--- src/rtl/cpu_pkg.sv ---
// Shared CPU definitions: data/address widths and the sequencer state encoding,
// used by the sequencer, its memory interface and the CPU top level.
package cpu_pkg;

  localparam int N = 32;
  localparam int M = 16;

  typedef enum logic [2:0] {
    FETCH   = 3'd0,
    DECODE  = 3'd1,
    EXECUTE = 3'd2,
    MEM     = 3'd3,
    WB      = 3'd4,
    HALT    = 3'd5
  } seq_state_t;

endpackage

--- src/rtl/cpu_sequencer_if.sv ---
// Shared instruction/data memory port: one request at a time, completed by mem_ready.
interface cpu_sequencer_if;
  import cpu_pkg::*;

  logic         mem_req;
  logic         mem_we;
  logic [M-1:0] mem_addr;
  logic         mem_ready;
  logic [N-1:0] mem_rdata;

  modport master (
    output mem_req,
    output mem_we,
    output mem_addr,
    input  mem_ready,
    input  mem_rdata
  );

  modport slave (
    input  mem_req,
    input  mem_we,
    input  mem_addr,
    output mem_ready,
    output mem_rdata
  );

endinterface

--- src/rtl/cpu_sequencer.sv ---
// Multicycle CPU sequencer: owns pc/ir/mdr/instret and walks each instruction
// through FETCH, DECODE, EXECUTE, optional MEM and WB over a shared memory port.
module cpu_sequencer
  import cpu_pkg::*;
#(
  parameter logic [M-1:0] RESET_PC = '0
) (
  input  logic                  clk,
  input  logic                  rst_n,
  input  logic                  run,
  input  logic                  is_halted,
  input  logic                  mem_read,
  input  logic                  mem_write,
  input  logic                  reg_write,
  input  logic                  is_jump,
  input  logic                  is_branch,
  input  logic [N-1:0]          imm,
  input  logic [N-1:0]          alu_result,
  cpu_sequencer_if.master       mem,
  output logic [N-1:0]          ir,
  output logic [N-1:0]          mdr,
  output logic [M-1:0]          pc,
  output logic [M-1:0]          pc_link,
  output logic                  reg_we,
  output logic [2:0]            state,
  output logic                  halted,
  output logic [31:0]           instret
);

  seq_state_t   state_q;
  logic         fetch_pending;
  logic [M-1:0] pc_next;
  logic         unused_bits;

  assign state       = state_q;
  assign pc_link     = pc + M'(1);
  assign unused_bits = ^{imm[N-1:M], alu_result[N-1:M]};

  // rst_n gates the fetch request so it drops the instant reset is applied,
  // even while run is still high.
  always_comb begin
    mem.mem_req  = 1'b0;
    mem.mem_we   = 1'b0;
    mem.mem_addr = pc;
    reg_we       = 1'b0;
    halted       = 1'b0;
    case (state_q)
      FETCH:   mem.mem_req = rst_n && (run || fetch_pending);
      MEM: begin
        mem.mem_req  = 1'b1;
        mem.mem_we   = mem_write;
        mem.mem_addr = alu_result[M-1:0];
      end
      WB:      reg_we = reg_write && !mem_write;
      HALT:    halted = 1'b1;
      default: ;
    endcase
  end

  always_comb begin
    pc_next = pc + M'(1);
    if (is_jump)
      pc_next = alu_result[M-1:0];
    else if (is_branch && alu_result[0])
      pc_next = pc + M'(1) + imm[M-1:0];
  end

  always_ff @(posedge clk or negedge rst_n) begin
    if (!rst_n) begin
      state_q       <= FETCH;
      pc            <= RESET_PC;
      ir            <= '0;
      mdr           <= '0;
      instret       <= '0;
      fetch_pending <= 1'b0;
    end else begin
      case (state_q)
        FETCH: begin
          if (mem.mem_req) begin
            if (mem.mem_ready) begin
              ir            <= mem.mem_rdata;
              fetch_pending <= 1'b0;
              state_q       <= DECODE;
            end else begin
              fetch_pending <= 1'b1;
            end
          end
        end
        DECODE:  state_q <= is_halted ? HALT : EXECUTE;
        EXECUTE: state_q <= (mem_read || mem_write) ? MEM : WB;
        MEM: begin
          if (mem.mem_ready) begin
            if (mem_read)
              mdr <= mem.mem_rdata;
            state_q <= WB;
          end
        end
        WB: begin
          instret <= instret + 32'd1;
          pc      <= pc_next;
          state_q <= FETCH;
        end
        HALT:    ;
        default: state_q <= HALT;
      endcase
    end
  end

endmodule
--- src/flat_wrapper.sv ---
// flat-port wrapper written by rule: the top's interface ports become plain ports
module cpu_sequencer_flat import cpu_pkg::*;
#(
  parameter logic [M-1:0] RESET_PC = '0
)
  (clk, rst_n, run, is_halted, mem_read, mem_write, reg_write, is_jump, is_branch, imm, alu_result, ir, mdr, pc, pc_link, reg_we, state, halted, instret, mem_mem_req, mem_mem_we, mem_mem_addr, mem_mem_ready, mem_mem_rdata);
  cpu_sequencer_if mem_i ();
  input  logic clk;
  input  logic rst_n;
  input  logic run;
  input  logic is_halted;
  input  logic mem_read;
  input  logic mem_write;
  input  logic reg_write;
  input  logic is_jump;
  input  logic is_branch;
  input  logic [N-1:0] imm;
  input  logic [N-1:0] alu_result;
  output logic [N-1:0] ir;
  output logic [N-1:0] mdr;
  output logic [M-1:0] pc;
  output logic [M-1:0] pc_link;
  output logic reg_we;
  output logic [2:0] state;
  output logic halted;
  output logic [31:0] instret;
  output wire logic [$bits(mem_i.mem_req)-1:0] mem_mem_req;
  output wire logic [$bits(mem_i.mem_we)-1:0] mem_mem_we;
  output wire logic [$bits(mem_i.mem_addr)-1:0] mem_mem_addr;
  input wire logic [$bits(mem_i.mem_ready)-1:0] mem_mem_ready;
  input wire logic [$bits(mem_i.mem_rdata)-1:0] mem_mem_rdata;
  assign mem_mem_req = mem_i.mem_req;
  assign mem_mem_we = mem_i.mem_we;
  assign mem_mem_addr = mem_i.mem_addr;
  assign mem_i.mem_ready = mem_mem_ready;
  assign mem_i.mem_rdata = mem_mem_rdata;
  cpu_sequencer #(.RESET_PC(RESET_PC)) u_core (.clk(clk), .rst_n(rst_n), .run(run), .is_halted(is_halted), .mem_read(mem_read), .mem_write(mem_write), .reg_write(reg_write), .is_jump(is_jump), .is_branch(is_branch), .imm(imm), .alu_result(alu_result), .mem(mem_i), .ir(ir), .mdr(mdr), .pc(pc), .pc_link(pc_link), .reg_we(reg_we), .state(state), .halted(halted), .instret(instret));
endmodule
--- config.mk ---
export PLATFORM = sky130hd
export DESIGN_NAME = cpu_sequencer_flat
export DESIGN_NICKNAME = d
export VERILOG_FILES = /design/src/rtl/cpu_pkg.sv /design/src/rtl/cpu_sequencer_if.sv /design/src/rtl/cpu_sequencer.sv /design/src/flat_wrapper.sv
export SDC_FILE = /design/constraint.sdc
export NUM_CORES = 1
export LEC_CHECK = 0
export CAP_MARGIN = 0
export CORE_MARGIN = 2
export CORE_UTILIZATION = 47
export CTS_CLUSTER_SIZE = 28
export DETAILED_ROUTE_END_ITERATION = 8
export PLACE_DENSITY = 0.87
export RECOVER_POWER = 100
export SETUP_SLACK_MARGIN = 0.15
export SKIP_CTS_REPAIR_TIMING = 1
export SKIP_LAST_GASP = 1
export SYNTH_ARGS = -nofsm -noshare
export SYNTH_HDL_FRONTEND = slang
export SYNTH_SLANG_ARGS = --single-unit
--- constraint.sdc ---
create_clock -name clk -period 6.8 [get_ports clk]
set_input_delay 1.02 -clock clk [delete_from_list [all_inputs] [get_ports clk]]
set_output_delay 1.02 -clock clk [all_outputs]
set_load 0.02 [all_outputs]
==> results.yml <==
drt:
  routed_wirelength_um: 18300
  dr.first_iter.drc_count: 332
  wire_per_inst_um: 18.9
  via_per_inst: 5.61
  vias: 5438
  ant_nets: 0
  drc: 0
  firstDrtPassIters: 5
cts:
  clkLatencyLatePin_ps: 410
  htree_levels: 4
  cts_tree: "done"
  clkSlewWorstSetupHoldPaths_ps: 60
  clock_sinks: 116
  clk_path_buf_depth: 2
  clock-root-buffer: "clkbuf_16"
  cts_buffers: 17
flow_run:
  cap_viol_max_count: 2
worst_setup_path:
  reg2regPathDepth: 4
  critPathRequiredTime_ps: 5780
  critPathMaxFanout: 19
  cpPeakStageDelay_ps: 770
  criticalPathCategory: "reg -> out"
  critPathCaptureType: "output port"
  cp_slowest_cell: "nand3b_1"
  r2r-start: "u_core.state[0]"
  r2r_end: "u_core.mdr[31]"
  cp.arrival_ps: 2970
  path_cells: "nand3b_1, mux2_2, dlygate4sd3_1"
  cp-start-kind: "flop"
  r2r_setup_slack_ps: 3180
finish:
  ff_latch_area_um2: 2900
  drive_gt1_share_pct: 14.6
  multi_input_area_um2: 3020
  final_util_pct: 71.5
  synthToLayoutAreaGrowth_pct: 48.4
  num-fill-cells: 917
  fin_nets: 911
power:
  p_sw_share_pct: 40.8
  powerDensity_nw_per_um2: 466
  clkPwrFrac_pct: 22.0
  intPower_mw: 2.50
  p_leak_nw: 4.14
  p_sw_mw: 1.72
  seqPwrFrac_pct: 27.2
  ir_drop_uv: 298
  p_comb_share_pct: 50.8
logic_synthesis:
  synth-async-reset-ratio_pct: 100
  synth_top_area_share_pct: 47.5
  synth_cell_type_count: 49
  synth_seq_area_share_pct: 47.5
  yosysWarnings: 0
  synth-seq-cells: 116
  synthTopCellsByCount: "dfrtp_1, mux2_2, nand2_1, xnor2_1, a21oi_1"
  postSynthCellCount: 557
  yosys-top-cells-area: "dfrtp_1, mux2_2, xnor2_1"
  syn_area_um2: 6110
  synth.most_common_cell: "dfrtp_1"
  synthFlopType: "dfrtp_1"
  synth-edff-count: 0
  yosysTopAreaCell: "dfrtp_1"
  post_synth.cell_area_avg_um2: 11.0
  syn_nets: 685
placed_design:
  dp_hpwl_um: 13200
  gp_congestion: 0.924
  place.port_buffers: 224
  pre_cts_ws_ps: 2870
floorplanning:
  initial_utilization_pct: 48.2
  die_h_um: 118
  rows: 41
  core_area_um2: 12700
  fp.dieW_um: 118
  fp.dieArea_um2: 13900
  io_pins: 257
timing:
  max_freq_mhz: 250
  hold_viol_final: 0
  relSlewSlack_pct: -30.2
  worst_pin_slew_ps: 1950
  setup_viol_count_final: 0
  maxSlewViolCount: 67
  fin_tns_setup_ps: 0
  fin_skew_ps: 9.79
  period_minus_slack_ps: 3990
  min_period_over_period_pct: 58.7
  rsz0062_at_grt: "false"
  worst_slack_ps: 2810
  timing.hold.ws_ps: 470
global_routing:
  grt_usage_pct: 26.5
  grt_pass1_wl_um: 29300
  gr-total-overflow: 0
  first_global_vias: 5696
  antenna_found_initial: 0
  grt_max_degree: 83
hold_path:
  holdCritPathClass: "reg -> reg"
  hold_path_depth: 1
  whs_endpoint: "u_core.instret[31]"
  hold_path.startpoint: "u_core.instret[31]"
status:
  violations: "capacitance limit, slew limit"
  status: "finished, violations left"
power groups by stage:
stage	logic [mW]	clock network, mW	registers, mW
final	2.14	0.928	1.15
after global routing	2.29	0.968	1.18
after CTS	2.29	0.936	1.16
after detailed placement	2.26	0	1.16
after global placement	2.21	0	1.14
after floorplan	0.997	0	1.41
through the flow:
stage / total power [mW] / std cells / instance area [um2]
final: 4.22 / 969 / 9060
after global routing: 4.43 / 968 / 9060
after CTS: 4.39 / 968 / 9120
after detailed placement: 3.42 / 936 / 8510
after global placement: 3.35 / 936 / 8510
after floorplan: 2.40 / 557 / 6110
worst max-delay path, delay by kind of cell, from the launching register on:
family | cells | cell delay [ps]
simple gates | 1 | 770
buf+inv | 1 | 660
flops | 1 | 580
mux | 1 | 550
registers in the layout (all words and copies together) (netlist names):
register	count
u_core.fetch_pending	1
u_core.pc	16
u_core.ir	32
u_core.state	3
u_core.instret	32
u_core.mdr	32
worst max-delay path by stage:
stage                     from                to  slack [ps]
3_5_place_dp             rst_n       mem_mem_req        2870
2_1_floorplan     u_core.pc[2]     u_core.pc[15]        3570
3_3_place_gp             rst_n       mem_mem_req        2880
6_report       u_core.state[0]  mem_mem_addr[10]        2810
4_1_cts        u_core.state[0]  mem_mem_addr[13]        2850
5_1_grt                  rst_n       mem_mem_req        2550
cell type report:
cell class	count	area share, %
flip-flops and latches	116	32.0
diodes	1	0.0276
clock buffers	18	4.85
clock inverters	14	1.93
repair buffers	228	24.9
inverters	13	0.538
multi-input cells	407	33.3
well taps	172	2.37
cells by family (layout without fill, tap and decap cells):
logic type | count (synthesis) | after routing | synth area share (%)
adders and majority gates | 22 | 22 | 4.63
DFF | 116 | 116 | 47.5
muxes | 85 | 85 | 15.6
buffers and inverters | 34 | 273 | 2.21
and+or+nand+nor | 153 | 153 | 13.1
xor gates and xnor gates | 57 | 57 | 8.18
AOI/OAI and AO/OA | 90 | 90 | 8.71
other | 0 | 1 | 0
per-layer routing:
layer  vias up  GRT usage (%)  wire length [um]
li1       2441              -                 -
met1      2665           29.6              6860
met2       285           48.0              9610
met3        47           6.69              1330
met4         0           10.6               495
met5         -              0                 0
placed cells by master (no fill, tap or decap), types with 17 or more instances in the layout:
cell / netlist / final
xor2_1: 23 / 23
nand2_1: 57 / 57
ha_1: 21 / 21
clkdlybuf4s50_1: 0 / 68
nor2_1: 31 / 31
dfrtp_1: 116 / 116
mux2_2: 82 / 77
xnor2_1: 34 / 34
a21oi_1: 33 / 33
dlygate4sd3_1: 0 / 155
o21ai_0: 21 / 22
clkbuf_16: 0 / 17
Power figures use the tool's default switching activity.
